## src/rtl/alu_cmd_ctrl.sv

```systemverilog
// Command-side ALU controller: assembles {HDR,fun},A,B frames, drives the ALU, returns the 16-bit result low byte first.
// Optional ALU_TIMEOUT_EN macro adds a bounded ALU_WAIT with a one-cycle ALU_ERR pulse on expiry.
module alu_cmd_ctrl #(
  parameter int          DATA_WIDTH     = 8,
  parameter int          RESULT_WIDTH   = 16,
  parameter logic [3:0]  HDR            = 4'hC,
  parameter int          TIMEOUT_CYCLES = 15
) (
  input  logic                    CLK,
  input  logic                    RST,
  input  logic [DATA_WIDTH-1:0]   RX_DATA,
  input  logic                    RX_VALID,
  output logic [DATA_WIDTH-1:0]   ALU_A,
  output logic [DATA_WIDTH-1:0]   ALU_B,
  output logic [3:0]              ALU_FUN,
  output logic                    ALU_EN,
  input  logic [RESULT_WIDTH-1:0] ALU_OUT,
  input  logic                    OUT_VALID,
  output logic [DATA_WIDTH-1:0]   TX_DATA,
  output logic                    TX_VALID,
  input  logic                    TX_READY,
  output logic                    BUSY,
  output logic                    ALU_ERR
);

  typedef enum logic [2:0] {
    IDLE     = 3'd0,
    GET_A    = 3'd1,
    GET_B    = 3'd2,
    ALU_WAIT = 3'd3,
    SEND_LO  = 3'd4,
    SEND_HI  = 3'd5
  } state_t;

  state_t                  state_r, state_s;
  logic [DATA_WIDTH-1:0]   a_r, a_s;
  logic [DATA_WIDTH-1:0]   b_r, b_s;
  logic [3:0]              fun_r, fun_s;
  logic                    en_r, en_s;
  logic [RESULT_WIDTH-1:0] result_r, result_s;
  logic [DATA_WIDTH-1:0]   tx_data_r, tx_data_s;
  logic                    tx_valid_r, tx_valid_s;
  logic                    busy_r, busy_s;
  logic                    err_r, err_s;

`ifdef ALU_TIMEOUT_EN
  localparam logic [3:0] TO_LAST = 4'(TIMEOUT_CYCLES - 1);
  logic [3:0] cnt_r, cnt_s;
`endif

  // State and output registers
  always_ff @(posedge CLK or negedge RST) begin
    if (!RST) begin
      state_r    <= IDLE;
      a_r        <= '0;
      b_r        <= '0;
      fun_r      <= 4'h0;
      en_r       <= 1'b0;
      result_r   <= '0;
      tx_data_r  <= '0;
      tx_valid_r <= 1'b0;
      busy_r     <= 1'b0;
      err_r      <= 1'b0;
    end else begin
      state_r    <= state_s;
      a_r        <= a_s;
      b_r        <= b_s;
      fun_r      <= fun_s;
      en_r       <= en_s;
      result_r   <= result_s;
      tx_data_r  <= tx_data_s;
      tx_valid_r <= tx_valid_s;
      busy_r     <= busy_s;
      err_r      <= err_s;
    end
  end

`ifdef ALU_TIMEOUT_EN
  // ALU_WAIT cycle counter
  always_ff @(posedge CLK or negedge RST) begin
    if (!RST) begin
      cnt_r <= 4'h0;
    end else begin
      cnt_r <= cnt_s;
    end
  end
`endif

  // Next-state and next-output logic
  always_comb begin
    state_s    = state_r;
    a_s        = a_r;
    b_s        = b_r;
    fun_s      = fun_r;
    en_s       = en_r;
    result_s   = result_r;
    tx_data_s  = tx_data_r;
    tx_valid_s = tx_valid_r;
    err_s      = 1'b0;
`ifdef ALU_TIMEOUT_EN
    cnt_s      = cnt_r;
`endif
    case (state_r)
      IDLE: begin
        if (RX_VALID && (RX_DATA[DATA_WIDTH-1:DATA_WIDTH-4] == HDR)) begin
          fun_s   = RX_DATA[3:0];
          state_s = GET_A;
        end else begin
          state_s = IDLE;
        end
      end
      GET_A: begin
        if (RX_VALID) begin
          a_s     = RX_DATA;
          state_s = GET_B;
        end else begin
          state_s = GET_A;
        end
      end
      GET_B: begin
        if (RX_VALID) begin
          b_s     = RX_DATA;
          en_s    = 1'b1;
          state_s = ALU_WAIT;
`ifdef ALU_TIMEOUT_EN
          cnt_s   = 4'h0;
`endif
        end else begin
          state_s = GET_B;
        end
      end
      ALU_WAIT: begin
        en_s = 1'b1;
        // OUT_VALID takes priority over an expiring timeout on the same edge
        if (OUT_VALID) begin
          result_s   = ALU_OUT;
          en_s       = 1'b0;
          tx_data_s  = ALU_OUT[DATA_WIDTH-1:0];
          tx_valid_s = 1'b1;
          state_s    = SEND_LO;
        end else begin
`ifdef ALU_TIMEOUT_EN
          if (cnt_r == TO_LAST) begin
            en_s    = 1'b0;
            err_s   = 1'b1;
            state_s = IDLE;
          end else begin
            cnt_s   = cnt_r + 4'd1;
          end
`else
          state_s = ALU_WAIT;
`endif
        end
      end
      SEND_LO: begin
        tx_valid_s = 1'b1;
        if (TX_READY) begin
          tx_data_s = result_r[RESULT_WIDTH-1:DATA_WIDTH];
          state_s   = SEND_HI;
        end else begin
          state_s   = SEND_LO;
        end
      end
      SEND_HI: begin
        tx_valid_s = 1'b1;
        if (TX_READY) begin
          tx_valid_s = 1'b0;
          state_s    = IDLE;
        end else begin
          state_s    = SEND_HI;
        end
      end
      default: begin
        state_s    = IDLE;
        en_s       = 1'b0;
        tx_valid_s = 1'b0;
      end
    endcase
    busy_s = (state_s == ALU_WAIT) || (state_s == SEND_LO) || (state_s == SEND_HI);
  end

  assign ALU_A    = a_r;
  assign ALU_B    = b_r;
  assign ALU_FUN  = fun_r;
  assign ALU_EN   = en_r;
  assign TX_DATA  = tx_data_r;
  assign TX_VALID = tx_valid_r;
  assign BUSY     = busy_r;
`ifdef ALU_TIMEOUT_EN
  assign ALU_ERR  = err_r;
`else
  assign ALU_ERR  = 1'b0;
`endif

endmodule

```

## config.mk

```make
export PLATFORM = sky130hd
export DESIGN_NAME = alu_cmd_ctrl
export DESIGN_NICKNAME = d
export VERILOG_FILES = /design/src/rtl/alu_cmd_ctrl.sv
export SDC_FILE = /design/constraint.sdc
export NUM_CORES = 1
export LEC_CHECK = 0
export CAP_MARGIN = 0
export CORE_UTILIZATION = 30
export CTS_CLUSTER_SIZE = 8
export DETAILED_ROUTE_END_ITERATION = 10
export HOLD_SLACK_MARGIN = 0.15
export SYNTH_ARGS = -nofsm -noshare
export SYNTH_HDL_FRONTEND = slang
export SYNTH_SLANG_ARGS = --single-unit
export TNS_END_PERCENT = 1
```

## constraint.sdc

```tcl
create_clock -name CLK -period 2 [get_ports CLK]
set_input_delay 0.3 -clock CLK [delete_from_list [all_inputs] [get_ports CLK]]
set_output_delay 0.3 -clock CLK [all_outputs]
set_load 0.01 [all_outputs]
```

==> run_results.csv, run 1 <==
group,metric,value,unit
drt,drt-pass1-iter-count,4,
synthesis,synth_edf_count,0,
sta,hold_viol,0,
layout,diodes,0,
drt,wl_per_cell,14.91,um
grt,grt_pass1_wl,6548,um
clock_tree,ctsHoldBuffers,1,
layout,post-route-util,0.4504,
floorplan,die_w,81.57,um
drt,wl,4012,um
layout,final_cells,269,
synthesis,synthCells,125,
floorplan,dieArea,6654,um2
floorplan,design.core.area,6026,um2
floorplan,die_y,81.57,um
worst_setup_path,required,2.18,ns
sta,setup_slack,0.2936,ns
sta,max_freq,0.5860,GHz
floorplan,num_rows,28,
placement,port_buffers,59,
placement,place_congestion,0.7489,
power,switching_share,0.2904,
synthesis,synth-seq-area-share,0.5534,
layout,final_common_cell,"clkdlybuf4s50_1",
synthesis,async_reset_ff_frac,1.000,
placement,dp_hpwl,2995,um
clock_tree,cts_resized,0,
clock_tree,htree_levels,2,
clock_tree,cts_setup_buffers,0,
placement,post-place-cells,260,
sta,layout_min_cycle_time,1.706,ns
worst_setup_path,cp_data_arrival_time,1.88,ns
sta,relSlewSlack,0.5398,
layout,drive_gt1_frac,0.3454,
power,ir_drop,0.5818,mV
grt,grt_overflow_total,0,
grt,grt_max_degree,32,
run_status,status,"complete, no violations",
worst_setup_path,cp_max_fo,6,
power,p_clk_frac,0.161,
drt,dr_total_vias,1223,
drt,drt-initial-drc-count,34,
clock_tree,clock-sinks,42,
synthesis,ys_types,28,
power,p_comb_frac,0.450,
synthesis,syn_avg_cell_area,15.19,um2
power,p_int,2.751,mW
sta,skew,0.005282,ns
sta,rsz0062_at_grt,"no",
sta,period_share,0.8532,
synthesis,synth_seq_cells,42,
power,leakagePower,1.166,nW
sta,worstMarginPinSlew,0.6904,ns
layout,nets,222,
layout,syn_to_final_growth,42.89,%
floorplan,ios,61,
sta,setup_viol_count_final,0,
clock_tree,cts_tree,"built",
worst_setup_path,critical_path_class,"flop to flop",
power,p_switching,1.126,mW
drt,antenna_left,0,
clock_tree,clk_pin_slew,0.08,ns
clock_tree,cts.path.max_buffers,2,
grt,grt_usage,0.1336,
clock_tree,cts_buffers,5,
run,cap_violations,0,
power,power.density,1429,nW/um2
clock_tree,root_buffer,"clkbuf_8",
sta,finalSetupTns,0,ns
synthesis,ys.flop_type,"dfrtp_1",
synthesis,yosys_warnings,0,
layout,layout_common_cells,"58 x clkdlybuf4s50_1, 42 x dfrtp_1, 32 x mux2_2, 12 x mux2_4",
placement,dp_slack,0.1514,ns
clock_tree,worstSkewPairLatency,0.29,ns
worst_setup_path,end_kind,"flop",
drt,drcViolationCount,0,
synthesis,syn-num-nets,154,
grt,grt_pass1_vias,1335,
sta,final_max_slew_viol_count,0,
worst_setup_path,cp-start-kind,"flop",
power,p_seq_frac,0.389,
min_path,hold_class,"flop to flop",
drt,via_per_inst,4.546,
floorplan,start_util,0.3152,
grt,antenna_found_initial,0,
synthesis,netlist_area,1899,um2
-- power groups by stage --
stage / clock network (mW) / registers (mW) / logic, mW
after floorplan: 0 / 1.62 / 0.786
after global placement: 0 / 1.50 / 1.73
after detailed placement: 0 / 1.53 / 1.76
after CTS: 0.653 / 1.51 / 1.77
after global routing: 0.688 / 1.56 / 1.88
final: 0.625 / 1.51 / 1.74
-- cell families (layout without fill, tap and decap cells) --
group / after synthesis / in the layout / synth area share
other: 1 / 1 / 0.001974
AND/OR/NAND/NOR: 20 / 20 / 0.09091
AO/OA/AOI/OAI: 9 / 9 / 0.02965
buffers and inverters: 8 / 77 / 0.03425
flip-flops: 42 / 42 / 0.5534
multiplexers: 45 / 45 / 0.2899
-- sequential cells by signal, indices dropped and copies added (netlist names) --
signal and flops:
result_r 8, ALU_EN 1, TX_VALID 1, BUSY 1
TX_DATA 8, ALU_B 8, ALU_FUN 4, ALU_A 8
state_r 3
-- critical path, cell delays in order, from the launching register on --
cell and delay [ns]:
dfrtp_1 0.48, nor3b_4 0.30, buf_4 0.22, mux2_2 0.35, mux2_4 0.26
-- synthesized netlist by cell type (2+ instances only) --
library cell  instances  share of area
dfrtp_1              42           0.55
mux2_2               32           0.19
mux2_4               12          0.095
buf_4                 5          0.020
nand2_1               4         0.0079
a21oi_1               3         0.0079
nor2b_1               3         0.0099
buf_6                 2          0.012
nand3b_1              2         0.0079
o21ai_0               2         0.0053
-- area by class of cell --
cell class                 count  area (um2)
fill                         553        3312
multi-input combinational     75       783.3
clock buffer                   8       110.1
sequential                    42        1051
timing repair buffer          69       675.6
tap                           75       93.84
-- final timing paths --
check                          endpoint  slack [ns]  startpoint  depth (start not counted)
setup / recovery             TX_DATA[7]        0.29  state_r[0]                          4
setup reg to reg             TX_DATA[7]        0.29  state_r[0]                          4
hold / removal                 ALU_A[2]        0.51    ALU_A[2]                          1
hold reg to reg                ALU_A[2]        0.51    ALU_A[2]                          1
max in group asynchronous  result_r[15]        0.78         RST                          3
min in group asynchronous      ALU_A[2]        0.59         RST                          2
-- per-layer routing --
layer  up-vias  routed length (um)  part of all wire  track usage
li1        580                   -                 -            -
met1       607                1749              0.44       0.1642
met3         7                 184             0.046      0.03667
met4         0                  76             0.019      0.05789
met5         -                   0                 0            0
met2        29                2001              0.50       0.2192
-- through the flow --
stage	instance area (um2)	power, mW	hold WS [ns]
4_1_cts	2714	3.938	0.5103
5_1_grt	2714	4.124	0.5311
2_1_floorplan	1899	2.409	0.004409
3_3_place_gp	2594	3.236	0.3781
6_report	2714	3.877	0.5069
3_5_place_dp	2594	3.287	0.3779
No activity file was read; power rests on OpenSTA's default activity.
==> run 2: changes to the inputs <==
--- a/config.mk
+++ b/config.mk
@@ -8,3 +8,3 @@
 export CAP_MARGIN = 0
-export CORE_UTILIZATION = 30
+export CORE_UTILIZATION = 45
 export CTS_CLUSTER_SIZE = 8
@@ -12,2 +12,3 @@
 export HOLD_SLACK_MARGIN = 0.15
+export PLACE_DENSITY = 0.78
 export SYNTH_ARGS = -nofsm -noshare
--- a/constraint.sdc
+++ b/constraint.sdc
@@ -3,2 +3,2 @@
 set_output_delay 0.3 -clock CLK [all_outputs]
-set_load 0.01 [all_outputs]
+set_load 0.05 [all_outputs]
==> run 2 against run 1 <==
- via count is 1.5% higher
- clock-buffer cell count fell by 2
- sequential cell count stayed put
- sequential share of layout area is 0.82 points higher
- sequential power about the same
- non-clock buffer count down 2
- critical path type is now flop to primary output
- wire length shrank 0.85%
- clock skew rose by 0.0021 ns
==> run_results.csv, run 2 (synthesis results as in run 1) <==
group,metric,value,unit
worst_setup_path,cp_max_fo,2,
floorplan,num_rows,23,
grt,grt_pass1_vias,1351,
clock_tree,root_buffer,"clkbuf_8",
sta,final_max_slew_viol_count,0,
placement,post-place-cells,233,
drt,dr_wl_met3,109,um
worst_setup_path,rr_endpoint,"TX_DATA[7]",
clock_tree,cts.path.max_buffers,2,
placement,place_area,2535,um2
grt,grt_pass1_wl,6251,um
worst_setup_path,rr_startpoint,"state_r[2]",
layout,nFillCells,298,
placement,dp_slack,0.1034,ns
grt,grt_usage,0.1949,
drt,via_per_inst,5.149,
layout,final_cells,241,
drt,met1Wirelength,1672,um
clock_tree,cts_tree,"built",
layout,multi_input_area,783.3,um2
worst_setup_path,path_buf_inv,1,
worst_setup_path,rrSetupSlack,0.25,ns
clock_tree,worstSkewPairLatency,0.29,ns
floorplan,die_w,66.97,um
drt,drcViolationCount,0,
floorplan,dieArea,4484,um2
sta,setup_viol_count_final,0,
floorplan,ios,61,
worst_setup_path,cp_data_arrival_time,1.48,ns
drt,drt-pass1-iter-count,4,
sta,finalSetupTns,0,ns
layout,diodes,0,
sta,max_freq,0.5616,GHz
layout,syn_to_final_growth,39.92,%
drt,antenna_left,0,
layout,nets,220,
worst_setup_path,cp-start-kind,"flop",
clock_tree,htree_levels,2,
grt,grt_max_degree,37,
min_path,hold_depth,1,
layout,layout_common_cells,"58 x clkdlybuf4s50_1, 42 x dfrtp_1, 32 x mux2_2, 12 x mux2_4, 7 x buf_4",
worst_setup_path,worstSetupPathDepth,1,
worst_setup_path,cp_slowest_stage_delay,0.81,ns
worst_setup_path,crit_start,"ALU_B[1]",
grt,grt_overflow_total,0,
grt,antenna_found_initial,0,
worst_setup_path,critical_path.top_delay_family,"buffers and inverters",
clock_tree,cts_setup_buffers,0,
worst_setup_path,reg2reg_depth,5,
drt,wl_met2,2115,um
sta,skew,0.007410,ns
power,power.density,1825,nW/um2
run_status,status,"complete, no violations",
worst_setup_path,critPathSlowestCell,"clkdlybuf4s50_1",
drt,dr_total_vias,1241,
drt,top_layer_used,"met4",
sta,period_share,0.8903,
drt,wl,3978,um
worst_setup_path,required,1.70,ns
sta,layout_min_cycle_time,1.781,ns
placement,place_congestion,0.7725,
power,leakagePower,1.152,nW
sta,relSlewSlack,0.4615,
clock_tree,cts_buffers,5,
layout,regArea,1051,um2
floorplan,design.core.area,4029,um2
worst_setup_path,crit_path_end,"ALU_B[1]",
sta,rsz0062_at_grt,"no",
min_path,hold_class,"flop to flop",
placement,port_buffers,59,
layout,drive_gt1_frac,0.3351,
power,ir_drop,0.9931,mV
clock_tree,clk_pin_slew,0.07,ns
floorplan,start_util,0.4714,
worst_setup_path,end_kind,"primary output",
drt,wl_per_cell,16.51,um
run,cap_violations,0,
layout,final_common_cell,"clkdlybuf4s50_1",
worst_setup_path,crit_chain,"clkdlybuf4s50_1",
floorplan,die_y,66.97,um
sta,setup_slack,0.2194,ns
placement,dp_hpwl,2966,um
worst_setup_path,critical_path_class,"flop to primary output",
sta,hold_viol,0,
layout,fin_area,2658,um2
sta,worstMarginPinSlew,0.8077,ns
min_path,hp-start,"result_r[11]",
clock_tree,clock-sinks,42,
layout,post-route-util,0.6596,
drt,drt-initial-drc-count,68,
run 2: timing repair:
| action | 4_1_cts | 5_1_grt |
|---|---|---|
| hold buffers | 1 | 0 |
| resized for setup | 0 | 0 |
| endpoints found under the hold margin | 35 | 0 |
run 2: layout make-up:
| cell class | count | area share |
|---|---|---|
| Clock buffer | 6 | 0.03107 |
| Multi-Input combinational cell | 75 | 0.2947 |
| Timing Repair Buffer | 67 | 0.2439 |
| Tap cell | 50 | 0.02354 |
| Sequential cell | 42 | 0.3955 |
| Clock inverter | 1 | 0.01130 |
run 2: metal layers:
| layer | up-vias | track usage |
|---|---|---|
| met4 | 0 | 0.1011 |
| met2 | 29 | 0.3359 |
| met5 | - | 0 |
| li1 | 568 | - |
| met1 | 636 | 0.2327 |
| met3 | 8 | 0.02911 |
run 2: worst min path at each step:
stage                    to  slack, ns
6_report       result_r[11]       0.51
2_1_floorplan      ALU_A[0]      0.004
5_1_grt         result_r[8]       0.52
4_1_cts         result_r[8]       0.51
3_3_place_gp     TX_DATA[2]       0.41
3_5_place_dp     TX_DATA[2]       0.43
run 2: through the flow:
| stage | total power, mW | hold slack [ns] |
|---|---|---|
| finish | 4.850 | 0.5058 |
| floorplan | 3.348 | 0.004409 |
| global placement | 4.130 | 0.4144 |
| CTS | 4.891 | 0.5098 |
| detailed placement | 4.206 | 0.4322 |
| global route | 5.060 | 0.5241 |
run 2: power by group:
| group | switching, mW | internal, mW | total (mW) |
|---|---|---|---|
| sequential | 0.270 | 1.26 | 1.53 |
| clock | 0.273 | 0.399 | 0.672 |
| combinational | 1.54 | 1.10 | 2.64 |
==> run 3: changes to the inputs <==
SKIP_CTS_REPAIR_TIMING = 1   (was unset)
==> run 3 against run 2 <==
- non-clock buffer count down 1
- clock skew unchanged
- sequential share of layout area up 0.15 points
- worst setup slack unchanged
- largest power group unchanged
- final cell count down 0.41%
- critical path type unchanged
- critical path depth unchanged
==> run_results.csv, run 3 (synthesis results as in run 1) <==
group,metric,value,unit
worst_setup_path,cp-start-kind,"flop",
clock_tree,worstSkewPairLatency,0.29,ns
grt,grt_max_degree,37,
power,ir_drop,0.9931,mV
min_path,hold_class,"input port to asynchronous set/reset pin",
sta,rsz0062_at_grt,"no",
placement,port_buffers,59,
sta,period_share,0.8903,
layout,diodes,0,
drt,drt-initial-drc-count,65,
grt,grt_pass1_wl,6237,um
power,power.density,1831,nW/um2
grt,grt_usage,0.1945,
drt,antenna_left,0,
clock_tree,clock-sinks,42,
layout,final_common_cell,"clkdlybuf4s50_1",
sta,max_freq,0.5616,GHz
floorplan,start_util,0.4714,
layout,nets,219,
worst_setup_path,critical_path.top_delay_family,"buffers and inverters",
clock_tree,cts_tree,"built",
drt,dr_total_vias,1237,
placement,place_congestion,0.7725,
power,leakagePower,1.148,nW
sta,relSlewSlack,0.4624,
sta,worstMarginPinSlew,0.8064,ns
floorplan,ios,61,
sta,hold_viol,0,
worst_setup_path,required,1.70,ns
run,cap_violations,0,
sta,finalSetupTns,0,ns
worst_setup_path,crit_chain,"clkdlybuf4s50_1",
layout,syn_to_final_growth,39.39,%
floorplan,num_rows,23,
sta,final_max_slew_viol_count,0,
drt,wl_per_cell,16.53,um
clock_tree,root_buffer,"clkbuf_8",
floorplan,die_y,66.97,um
worst_setup_path,critical_path_class,"flop to primary output",
layout,drive_gt1_frac,0.3368,
worst_setup_path,cp_max_fo,2,
clock_tree,cts_buffers,5,
floorplan,design.core.area,4029,um2
drt,via_per_inst,5.154,
sta,layout_min_cycle_time,1.781,ns
grt,grt_overflow_total,0,
grt,antenna_found_initial,0,
worst_setup_path,cp_data_arrival_time,1.48,ns
clock_tree,clk_pin_slew,0.08,ns
drt,drcViolationCount,0,
placement,dp_hpwl,2966,um
sta,skew,0.007410,ns
worst_setup_path,end_kind,"primary output",
layout,layout_common_cells,"58 x clkdlybuf4s50_1, 42 x dfrtp_1, 32 x mux2_2, 12 x mux2_4, 7 x buf_4",
clock_tree,htree_levels,2,
drt,drt-pass1-iter-count,4,
grt,grt_pass1_vias,1348,
sta,setup_viol_count_final,0,
layout,post-route-util,0.6571,
drt,wl,3966,um
floorplan,die_w,66.97,um
power,power.total,4.848,mW
worst_setup_path,cp_slowest_stage_delay,0.81,ns
floorplan,dieArea,4484,um2
run_status,status,"complete, no violations",
worst_setup_path,path_buf_inv,1,
worst_setup_path,critPathSlowestCell,"clkdlybuf4s50_1",
clock_tree,cts.path.max_buffers,2,
run 3: cell count changes in the layout (fill, tap and decap cells not counted):
cell / change
dlygate4sd3_1: -1
run 3: path summary, 6_finish.rpt:
kind,start,cells past startpoint,slack [ns],end
worst min register to register,result_r[11],1,0.51,result_r[11]
worst max-delay path,ALU_B[1],1,0.22,ALU_B[1]
min in group CLK,result_r[11],1,0.51,result_r[11]
worst min-delay path,RST,1,0.09,TX_DATA[0]
max in group asynchronous,RST,2,1.29,result_r[11]
worst max register to register,state_r[2],5,0.25,TX_DATA[7]
run 3: through the flow:
stage / hold WS (ns) / std cells / setup WS, ns / instance area [um2]
2_1_floorplan: 0.004409 / 125 / 0.4748 / 1899
3_3_place_gp: 0.4144 / 233 / 0.1866 / 2535
3_5_place_dp: 0.4322 / 233 / 0.1034 / 2535
4_1_cts: 0.1123 / 240 / 0.1965 / 2648
5_1_grt: 0.1563 / 240 / 0.1629 / 2648
6_report: 0.09235 / 240 / 0.2194 / 2648
run 3: power breakdown:
| group | switching, mW | internal (mW) | total (mW) |
|---|---|---|---|
| Combinational | 1.54 | 1.10 | 2.64 |
| Clock | 0.273 | 0.399 | 0.672 |
| Sequential | 0.270 | 1.26 | 1.53 |
run 3: final cells by class:
type / instances / area, um2
clock inverter: 1 / 30.03
clock buffer: 6 / 82.58
sequential: 42 / 1051
multi-input combinational: 75 / 783.3
fill: 299 / 1381
tap: 50 / 62.56
timing repair buffer: 66 / 638.1
run 3: routing by layer:
layer  up-vias  share of wire  track usage
met5         -              0            0
met4         0          0.020       0.1011
met3         8          0.027      0.02911
met2        29           0.53       0.3359
met1       634           0.42       0.2316
li1        566              -            -
